--- src/rtl/apb_arb_pkg.sv ---
`default_nettype none
// +--------------------------------------------------------------------------+
// | Module   : apb_arb_pkg                                                   |
// | Brief    : Shared types and sizes for the 4-requester APB arbiter.       |
// | Revision : 1.0 - initial release                                         |
// +--------------------------------------------------------------------------+
package apb_arb_pkg;

  localparam int NREQ   = 4;
  localparam int ADDR_W = 8;
  localparam int DATA_W = 8;
  localparam int PTR_W  = 2;
  localparam int TO_W   = 8;

  typedef enum logic [1:0] {
    IDLE   = 2'b00,
    SETUP  = 2'b01,
    ACCESS = 2'b10
  } arb_state_e;

  // Pointer position just after the owner of a one-hot grant (wraps mod NREQ)
  function automatic logic [PTR_W-1:0] next_ptr(input logic [NREQ-1:0] onehot);
    logic [PTR_W-1:0] idx;
    idx = '0;
    for (int k = 0; k < NREQ; k++) begin
      if (onehot[k]) idx = idx | PTR_W'(k);
    end
    return idx + PTR_W'(1);
  endfunction

endpackage
`default_nettype wire

--- src/rtl/apb_rr_picker.sv ---
`default_nettype none
// +--------------------------------------------------------------------------+
// | Module   : apb_rr_picker                                                 |
// | Brief    : Combinational round-robin pick: first set request found when  |
// |            scanning ptr, ptr+1, ... (mod NREQ).                          |
// | Revision : 1.0 - initial release                                         |
// +--------------------------------------------------------------------------+
module apb_rr_picker
  import apb_arb_pkg::*;
(
  input  logic [NREQ-1:0]  req_i,
  input  logic [PTR_W-1:0] ptr_i,
  output logic [NREQ-1:0]  grant_o,
  output logic             valid_o
);

  // Scan from the pointer and keep the first active requester
  always_comb begin
    logic [PTR_W-1:0] idx;
    logic             found;
    grant_o = '0;
    found   = 1'b0;
    idx     = ptr_i;
    for (int k = 0; k < NREQ; k++) begin
      idx = ptr_i + PTR_W'(k);
      if (!found && req_i[idx]) begin
        grant_o[idx] = 1'b1;
        found        = 1'b1;
      end
    end
    valid_o = found;
  end

endmodule
`default_nettype wire

--- src/rtl/apb_req_arbiter.sv ---
`default_nettype none
// +--------------------------------------------------------------------------+
// | Module   : apb_req_arbiter                                               |
// | Brief    : Round-robin arbiter letting 4 requesters share one APB        |
// |            completer. IDLE(arbitrate) -> SETUP -> ACCESS per transfer.   |
// |            Optional ACCESS timeout with APB_ARB_TIMEOUT_EN defined.      |
// | Revision : 1.0 - initial release                                         |
// +--------------------------------------------------------------------------+
module apb_req_arbiter
  import apb_arb_pkg::*;
#(
  parameter int unsigned TIMEOUT_CYC = 16
) (
  input  logic                     pclk,
  input  logic                     presetn,
  input  logic [NREQ-1:0]          req,
  input  logic [NREQ-1:0]          req_write,
  input  logic [NREQ*ADDR_W-1:0]   req_addr,
  input  logic [NREQ*DATA_W-1:0]   req_wdata,
  output logic [NREQ-1:0]          gnt,
  output logic [NREQ-1:0]          done,
  output logic [DATA_W-1:0]        rdata,
  output logic                     err,
  output logic                     psel,
  output logic                     penable,
  output logic                     pwrite,
  output logic [ADDR_W-1:0]        paddr,
  output logic [DATA_W-1:0]        pwdata,
  input  logic                     pready,
  input  logic [DATA_W-1:0]        prdata
);

  if (TIMEOUT_CYC < 2 || TIMEOUT_CYC > 255) begin : g_bad_timeout
    $error("TIMEOUT_CYC must be within 2..255");
  end

  arb_state_e       state_q;
  logic [PTR_W-1:0] ptr_q;
  logic [NREQ-1:0]  gnt_q;
  logic [DATA_W-1:0] rdata_q;
  logic [ADDR_W-1:0] paddr_q;
  logic [DATA_W-1:0] pwdata_q;
  logic             pwrite_q;

  logic [NREQ-1:0]  pick_gnt;
  logic             pick_valid;
  logic [ADDR_W-1:0] sel_addr;
  logic [DATA_W-1:0] sel_wdata;
  logic             sel_write;
  logic             xfer_end;

  apb_rr_picker u_picker (
    .req_i   (req),
    .ptr_i   (ptr_q),
    .grant_o (pick_gnt),
    .valid_o (pick_valid)
  );

  // Route the winning requester's address, data and direction to the latch inputs
  always_comb begin
    sel_addr  = '0;
    sel_wdata = '0;
    sel_write = 1'b0;
    for (int k = 0; k < NREQ; k++) begin
      if (pick_gnt[k]) begin
        sel_addr  = req_addr[k*ADDR_W +: ADDR_W];
        sel_wdata = req_wdata[k*DATA_W +: DATA_W];
        sel_write = req_write[k];
      end
    end
  end

`ifdef APB_ARB_TIMEOUT_EN
  logic [TO_W-1:0] to_cnt_q;
  logic            to_hit;

  // Counter reads TIMEOUT_CYC-1 on the last allowed ACCESS cycle
  assign to_hit   = (state_q == ACCESS) && (to_cnt_q == TO_W'(TIMEOUT_CYC - 1));
  // A ready completer wins over an expiring timeout
  assign xfer_end = pready || to_hit;
  assign err      = to_hit && !pready;
`else
  assign xfer_end = pready;
  assign err      = 1'b0;
`endif

  // Arbitration, APB sequencing and result capture
  always_ff @(posedge pclk) begin
    if (!presetn) begin
      state_q  <= IDLE;
      ptr_q    <= '0;
      gnt_q    <= '0;
      rdata_q  <= '0;
      paddr_q  <= '0;
      pwdata_q <= '0;
      pwrite_q <= 1'b0;
`ifdef APB_ARB_TIMEOUT_EN
      to_cnt_q <= '0;
`endif
    end else begin
      unique case (state_q)
        IDLE: begin
          if (pick_valid) begin
            gnt_q    <= pick_gnt;
            paddr_q  <= sel_addr;
            pwdata_q <= sel_wdata;
            pwrite_q <= sel_write;
            state_q  <= SETUP;
          end
        end
        SETUP: begin
          state_q <= ACCESS;
`ifdef APB_ARB_TIMEOUT_EN
          to_cnt_q <= '0;
`endif
        end
        ACCESS: begin
          if (xfer_end) begin
            // Aborted reads must not disturb rdata, so only a real pready captures
            if (pready && !pwrite_q) rdata_q <= prdata;
            ptr_q   <= next_ptr(gnt_q);
            gnt_q   <= '0;
            state_q <= IDLE;
          end
`ifdef APB_ARB_TIMEOUT_EN
          else begin
            to_cnt_q <= to_cnt_q + TO_W'(1);
          end
`endif
        end
        default: state_q <= IDLE;
      endcase
    end
  end

  assign psel    = (state_q != IDLE);
  assign penable = (state_q == ACCESS);
  assign done    = (state_q == ACCESS && xfer_end) ? gnt_q : '0;
  assign gnt     = gnt_q;
  assign rdata   = rdata_q;
  assign paddr   = paddr_q;
  assign pwdata  = pwdata_q;
  assign pwrite  = pwrite_q;

endmodule
`default_nettype wire
--- config.mk ---
export PLATFORM = sky130hd
export DESIGN_NAME = apb_req_arbiter
export DESIGN_NICKNAME = d
export VERILOG_FILES = /design/src/rtl/apb_arb_pkg.sv /design/src/rtl/apb_rr_picker.sv /design/src/rtl/apb_req_arbiter.sv
export SDC_FILE = /design/constraint.sdc
export NUM_CORES = 1
export LEC_CHECK = 0
export BUFFER_PORTS_ARGS = -buffer_cell sky130_fd_sc_hd__buf_4
export CORE_MARGIN = 2
export CORE_UTILIZATION = 38
export CTS_BUF_LIST = sky130_fd_sc_hd__clkbuf_16
export DETAILED_ROUTE_END_ITERATION = 10
export GPL_TIMING_DRIVEN = 0
export PLACE_DENSITY = 0.7
export SYNTH_ARGS = -nofsm -noshare
export SYNTH_HDL_FRONTEND = slang
export SYNTH_SLANG_ARGS = --single-unit
--- constraint.sdc ---
create_clock -name pclk -period 6.18 [get_ports pclk]
set_clock_uncertainty 0.15 [all_clocks]
set_input_delay 1.236 -clock pclk [delete_from_list [all_inputs] [get_ports pclk]]
set_output_delay 1.236 -clock pclk [all_outputs]
set_load 0.02 [all_outputs]
**After elaboration in Yosys (flattened, before gate mapping)**

Cells that the tools add are included.
Widths: inputs -> output; s select.

- Output and inout bits: 36
- Logic and storage cells: 96
- Register bits: 33
- Bits of input ports: 83

- Magnitude comparators: 8
- Bitwise operators: 3
- Equal/unequal tests: 4
- Muxes and demuxes: 49
- Add/sub/neg operators: 4
- Reduce and logical (&&, ||, !) cells: 21

Operator list:

| cell | count |
|---|---|
| $mux 8 | 8 |
| $mux 4 | 7 |
| $mux 1 | 17 |
| $mux 2 | 7 |
| $lt 2x3->1 const B | 4 |
| $or 4x4->4 | 3 |
| $logic_and 1x1->1 | 9 |
| $bmux 1 s2 | 4 |
| $demux 1 s2 | 4 |
| $ge 2x1->1 const B | 4 |
| $pmux 4 s2 | 1 |
| $pmux 2 s3 | 1 |
| $reduce_and 2->1 | 3 |
| $reduce_and 3->1 | 2 |
| $add 2x1->2 const B | 2 |
| $add 2x2->2 const B | 2 |
| $logic_not 1->1 | 4 |
| $reduce_bool 2->1 | 2 |
| $eq 2x1->1 const B | 1 |
| $eq 2x2->1 const B | 1 |
| $logic_not 2->1 | 1 |
| $ne 2x1->1 const B | 1 |
| $ne 2x2->1 const B | 1 |

**Depth between registers and ports, before layout**

- Depth after elaboration: 16
- Depth in mapped cells: 11
- Depth with buffers taken out: 8

**Modules after synthesis**

From an unflattened synthesis, not the netlist that was laid out.

- Cells, all modules: 295
- Area, all modules: 2421.1 um^2

By module, submodules not included:

| module | times used | area each (um^2) | cells each | sequential area each (um^2) |
|---|---|---|---|---|
| apb_req_arbiter | 1 | 1926.8 | 233 | 660.6 |
| apb_rr_picker | 1 | 494.2 | 62 | 0.0 |

**Least setup slack after synthesis**

No wires, ideal clock.

- Path kind: input -> register
- Start: input port req[0]
- End: register paddr_q[0], in the netlist paddr[0]
- Path buffers: 3
- Slack: 2.590 ns
- Required time: 5.911 ns
- Stages on the path: 8
- Arrival: 3.322 ns
- Library setup time: 0.119 ns
- Cells stage by stage: buf_2 > mux4_2 > a2111oi_4 > o2bb2ai_2 > or3_1 > buf_6 > buf_8 > o221a_1

- Cells in the longest elaborated chain, start to end: 16
- Elaborated cells between the ends (all ways): 30
- Those cells by class: mux (20); bitwise (3); reduce/logical (7)

Ends and longest elaborated chain:

| element | line | source |
|---|---|---|
| start: declaration | apb_req_arbiter.sv:16 | `input logic [NREQ-1:0] req,` |
| $bmux 1 s2 | apb_rr_picker.sv:26 | `if (!found && req_i[idx]) begin` |
| $mux 1 (implied by the code) | apb_rr_picker.sv:26 |  |
| $mux 1 | apb_rr_picker.sv:26 |  |
| $logic_not 1->1 | apb_rr_picker.sv:26 |  |
| $logic_and 1x1->1 | apb_rr_picker.sv:26 |  |
| $mux 1 | apb_rr_picker.sv:26 |  |
| $logic_not 1->1 | apb_rr_picker.sv:26 |  |
| $logic_and 1x1->1 | apb_rr_picker.sv:26 |  |
| $mux 1 | apb_rr_picker.sv:26 |  |
| $logic_not 1->1 | apb_rr_picker.sv:26 |  |
| $logic_and 1x1->1 | apb_rr_picker.sv:26 |  |
| $mux 4 | apb_rr_picker.sv:26 |  |
| $mux 8 (4 in a row) | apb_req_arbiter.sv:65 | `if (pick_gnt[k]) begin` |
| end signal: assignment | apb_req_arbiter.sv:105 | `paddr_q <= sel_addr;` |
| end: declaration | apb_req_arbiter.sv:41 | `logic [ADDR_W-1:0] paddr_q;` |

Several ways; a longest one is shown, not always the timed one. The select of a mux whose other input is x is not followed.
A chain may end at the register's enable or synchronous reset.

**Worst setup path in the final report**

- Start: input port req[0]
- End: register pwrite_q, in the netlist pwrite

- Cells in the longest elaborated chain, start to end: 16
- Elaborated cells between the ends (all ways): 30
- Those cells by class: mux (20); bitwise (3); reduce/logical (7)

Ends and longest elaborated chain:

| element | line | source |
|---|---|---|
| $bmux 1 s2 | apb_rr_picker.sv:26 |  |
| $mux 1 (implied by the code) | apb_rr_picker.sv:26 |  |
| $mux 1 | apb_rr_picker.sv:26 |  |
| $logic_not 1->1 | apb_rr_picker.sv:26 |  |
| $logic_and 1x1->1 | apb_rr_picker.sv:26 |  |
| $mux 1 | apb_rr_picker.sv:26 |  |
| $logic_not 1->1 | apb_rr_picker.sv:26 |  |
| $logic_and 1x1->1 | apb_rr_picker.sv:26 |  |
| $mux 1 | apb_rr_picker.sv:26 |  |
| $logic_not 1->1 | apb_rr_picker.sv:26 |  |
| $logic_and 1x1->1 | apb_rr_picker.sv:26 |  |
| $mux 4 | apb_rr_picker.sv:26 |  |
| $mux 1 (4 in a row) | apb_req_arbiter.sv:65 |  |
| end signal: assignment | apb_req_arbiter.sv:107 | `pwrite_q <= sel_write;` |
| end: declaration | apb_req_arbiter.sv:43 | `logic pwrite_q;` |

Several ways; a longest one is shown, not always the timed one. The select of a mux whose other input is x is not followed.

==> flow_summary.toml <==
[timing]
worst_pin_slew_ns = 0.739
period_share_pct = 61.2
setup_viol = 0
max_slew_margin_pct = 50.7
final.setup.tns_ns = 0
hold_viol = 0
finalMaxSlewViolations = 0
rsz0062_at_grt = "false"
max_clock_freq_mhz = 264
fin_crit_ns = 3.78

[hold_path]
hp-class = "reg2reg"
whs_path_depth = 2
holdPathEnd = "rdata[1]"
hp-start = "rdata[1]"

[placement]
post-dp-hpwl_mm = 5.88
place_congestion = 0.800
io_buffers = 116

[critical_path]
r2r-end = "pwrite"
crit_path_start_kind = "primary input"
arrival_ns = 3.80
required_ns = 6.19
path_class = "in2reg"
cp-end-kind = "register"
r2r_slack_ns = 2.46
r2r_start = "ptr_q[0]"
rr_worst_depth = 10
crit_fanout = 10

[run]
cap_violations = 0

[synth]
synth_edf_count = 0
ys_types = 48
synth_top_cell_by_area = "dfxtp_1"
synthFlopType = "dfxtp_1"
postSynthAreaPerCell_sq_um = 7.52
synth_common_cells = "nor2_1, inv_1, dfxtp_1"
post-synth-top-area-fraction_pct = 27.3
yosysWarnings = 0
synthesis.area_sq_mm = 0.00242
synth.area.top_cells = "dfxtp_1, o221a_1, o2111ai_1"
syn_nets = 412
synth_seq_area_share_pct = 27.3
synth.most_common_cell = "nor2_1"
async_flop_share_pct = 0
ys_ff_latch = 33
syn_inst = 322

[clock_network]
cts_tree = "yes"
cts_setup_buffers = 0
clk_pin_slew_ns = 0.05
cts.sinks = 33
root_buffer = "clkbuf_16"
cts_max_level = 2
numCtsBuffers = 5
post_cts_resized = 0
cts_buffer_depth = 2
clock_latency_ns = 0.27
cts_hold_buf = 0

[final_layout]
postLayoutCoreUtil_pct = 56.5
nNetsFinal = 535
nFillCells = 607
drive_above_1_share_pct = 31.4
n_antenna_cell = 0
area.growth.synth_to_final_pct = 45.7

[global_routing]
grt_pass1_vias = 2714
antenna_found_initial = 0
grt_pass1_wl_mm = 13.1
overflow = 0
grt_max_degree = 11
track_usage_pct = 22.5

[route]
dr.pass1.iters = 4
viasPerCell = 5.31
dr.first_iter.drc_count = 126
ant_nets = 0
vias = 2776
drc = 0
wire_per_inst_um = 15.1
drt_wl_total_mm = 7.90

[outcome]
status = "finished, final reports clean"

[die]
start_util_pct = 38.8
die_area_sq_mm = 0.00703
fp-row-count = 29
coreArea_sq_mm = 0.00624
ios = 119
die_h_um = 83.8
die_w_um = 83.8

[pwr]
ir_drop_v = 0.000173
power_density_mw_per_mm2 = 218
p_leak_nw = 1.64
[per-stage QoR]
| stage | setup WS, ns | instance area, sq um | instances | hold slack (ns) | power [mW] |
|---|---|---|---|---|---|
| after floorplan | 2.59 | 2420 | 322 | 0.367 | 0.416 |
| after global placement | 2.18 | 3390 | 515 | 0.311 | 0.534 |
| after detailed placement | 2.16 | 3390 | 515 | 0.318 | 0.538 |
| after CTS | 2.43 | 3530 | 523 | 0.327 | 0.772 |
| after global routing | 2.09 | 3530 | 523 | 0.358 | 0.812 |
| final | 2.40 | 3530 | 523 | 0.327 | 0.769 |
[layout by cell type, fill, tap and decap left out, types with 4 or more instances in the layout]
master / count
buf_4: 117
nor2_1: 39
inv_1: 37
dfxtp_1: 33
nand2_1: 32
o21ai_0: 25
a21oi_1: 20
o2111ai_1: 17
o221a_1: 17
clkbuf_1: 16
a21boi_1: 10
nor2b_1: 7
ha_1: 7
and3_1: 5
and2_1: 5
clkbuf_16: 5
nor3_1: 4
nand3b_1: 4
nand3_1: 4
o21ai_1: 4
[per-layer routing]
metal	vias to the layer above	wire length, um	GRT usage (%)
met2	121	3740	36.8
met5	-	0	0
met4	0	110	6.74
met3	11	602	4.75
met1	1264	3440	30.0
li1	1380	-	-
[worst max-delay path by stage]
stage	cells after the start	startpoint	endpoint
after floorplan	8	req[0]	paddr[0]
after global placement	7	req[0]	paddr[1]
after detailed placement	7	req[0]	paddr[1]
after CTS	7	req[0]	pwrite
after global routing	10	ptr_q[0]	pwrite
final	7	req[0]	pwrite
[report_power, final]
part           total (mW)  switching (mW)  leakage, nW  internal, mW
sequential          0.255          0.0188        0.271         0.237
clock               0.234          0.0875       0.0748         0.146
combinational       0.280           0.154         1.29         0.126
total               0.769           0.260         1.64         0.509
[state kept, by name, indices dropped and copies added, names as in the netlist]
signal,count
state_q,2
paddr,8
gnt,4
pwrite,1
pwdata,8
ptr_q,2
rdata,8
[layout make-up]
type | count | area, sq um | area share [%]
clock inverter | 3 | 13.8 | 0.390
sequential | 33 | 661 | 18.7
inverter | 38 | 143 | 4.04
multi-input combinational | 228 | 1500 | 42.5
clock buffer | 5 | 125 | 3.55
timing repair buffer | 116 | 871 | 24.7
buffer | 23 | 120 | 3.40
tap | 77 | 96.3 | 2.73
[kinds of logic after synthesis]
group | synth area share (%)
buf+inv | 10.8
fa+ha+maj | 3.62
mux | 4.49
xor+xnor | 0.362
flops | 27.3
other cells | 0.155
simple gates | 20.6
compound gates | 32.6
[critical path, cell delays in order]
cell       delay [ns]
buf_2            0.15
mux4_2           0.57
a2111oi_4        0.43
a2bb2oi_2        0.45
clkbuf_1         0.47
o2111ai_1        0.21
o221a_1          0.27
Note: power is estimated with default switching activity, not from simulation.
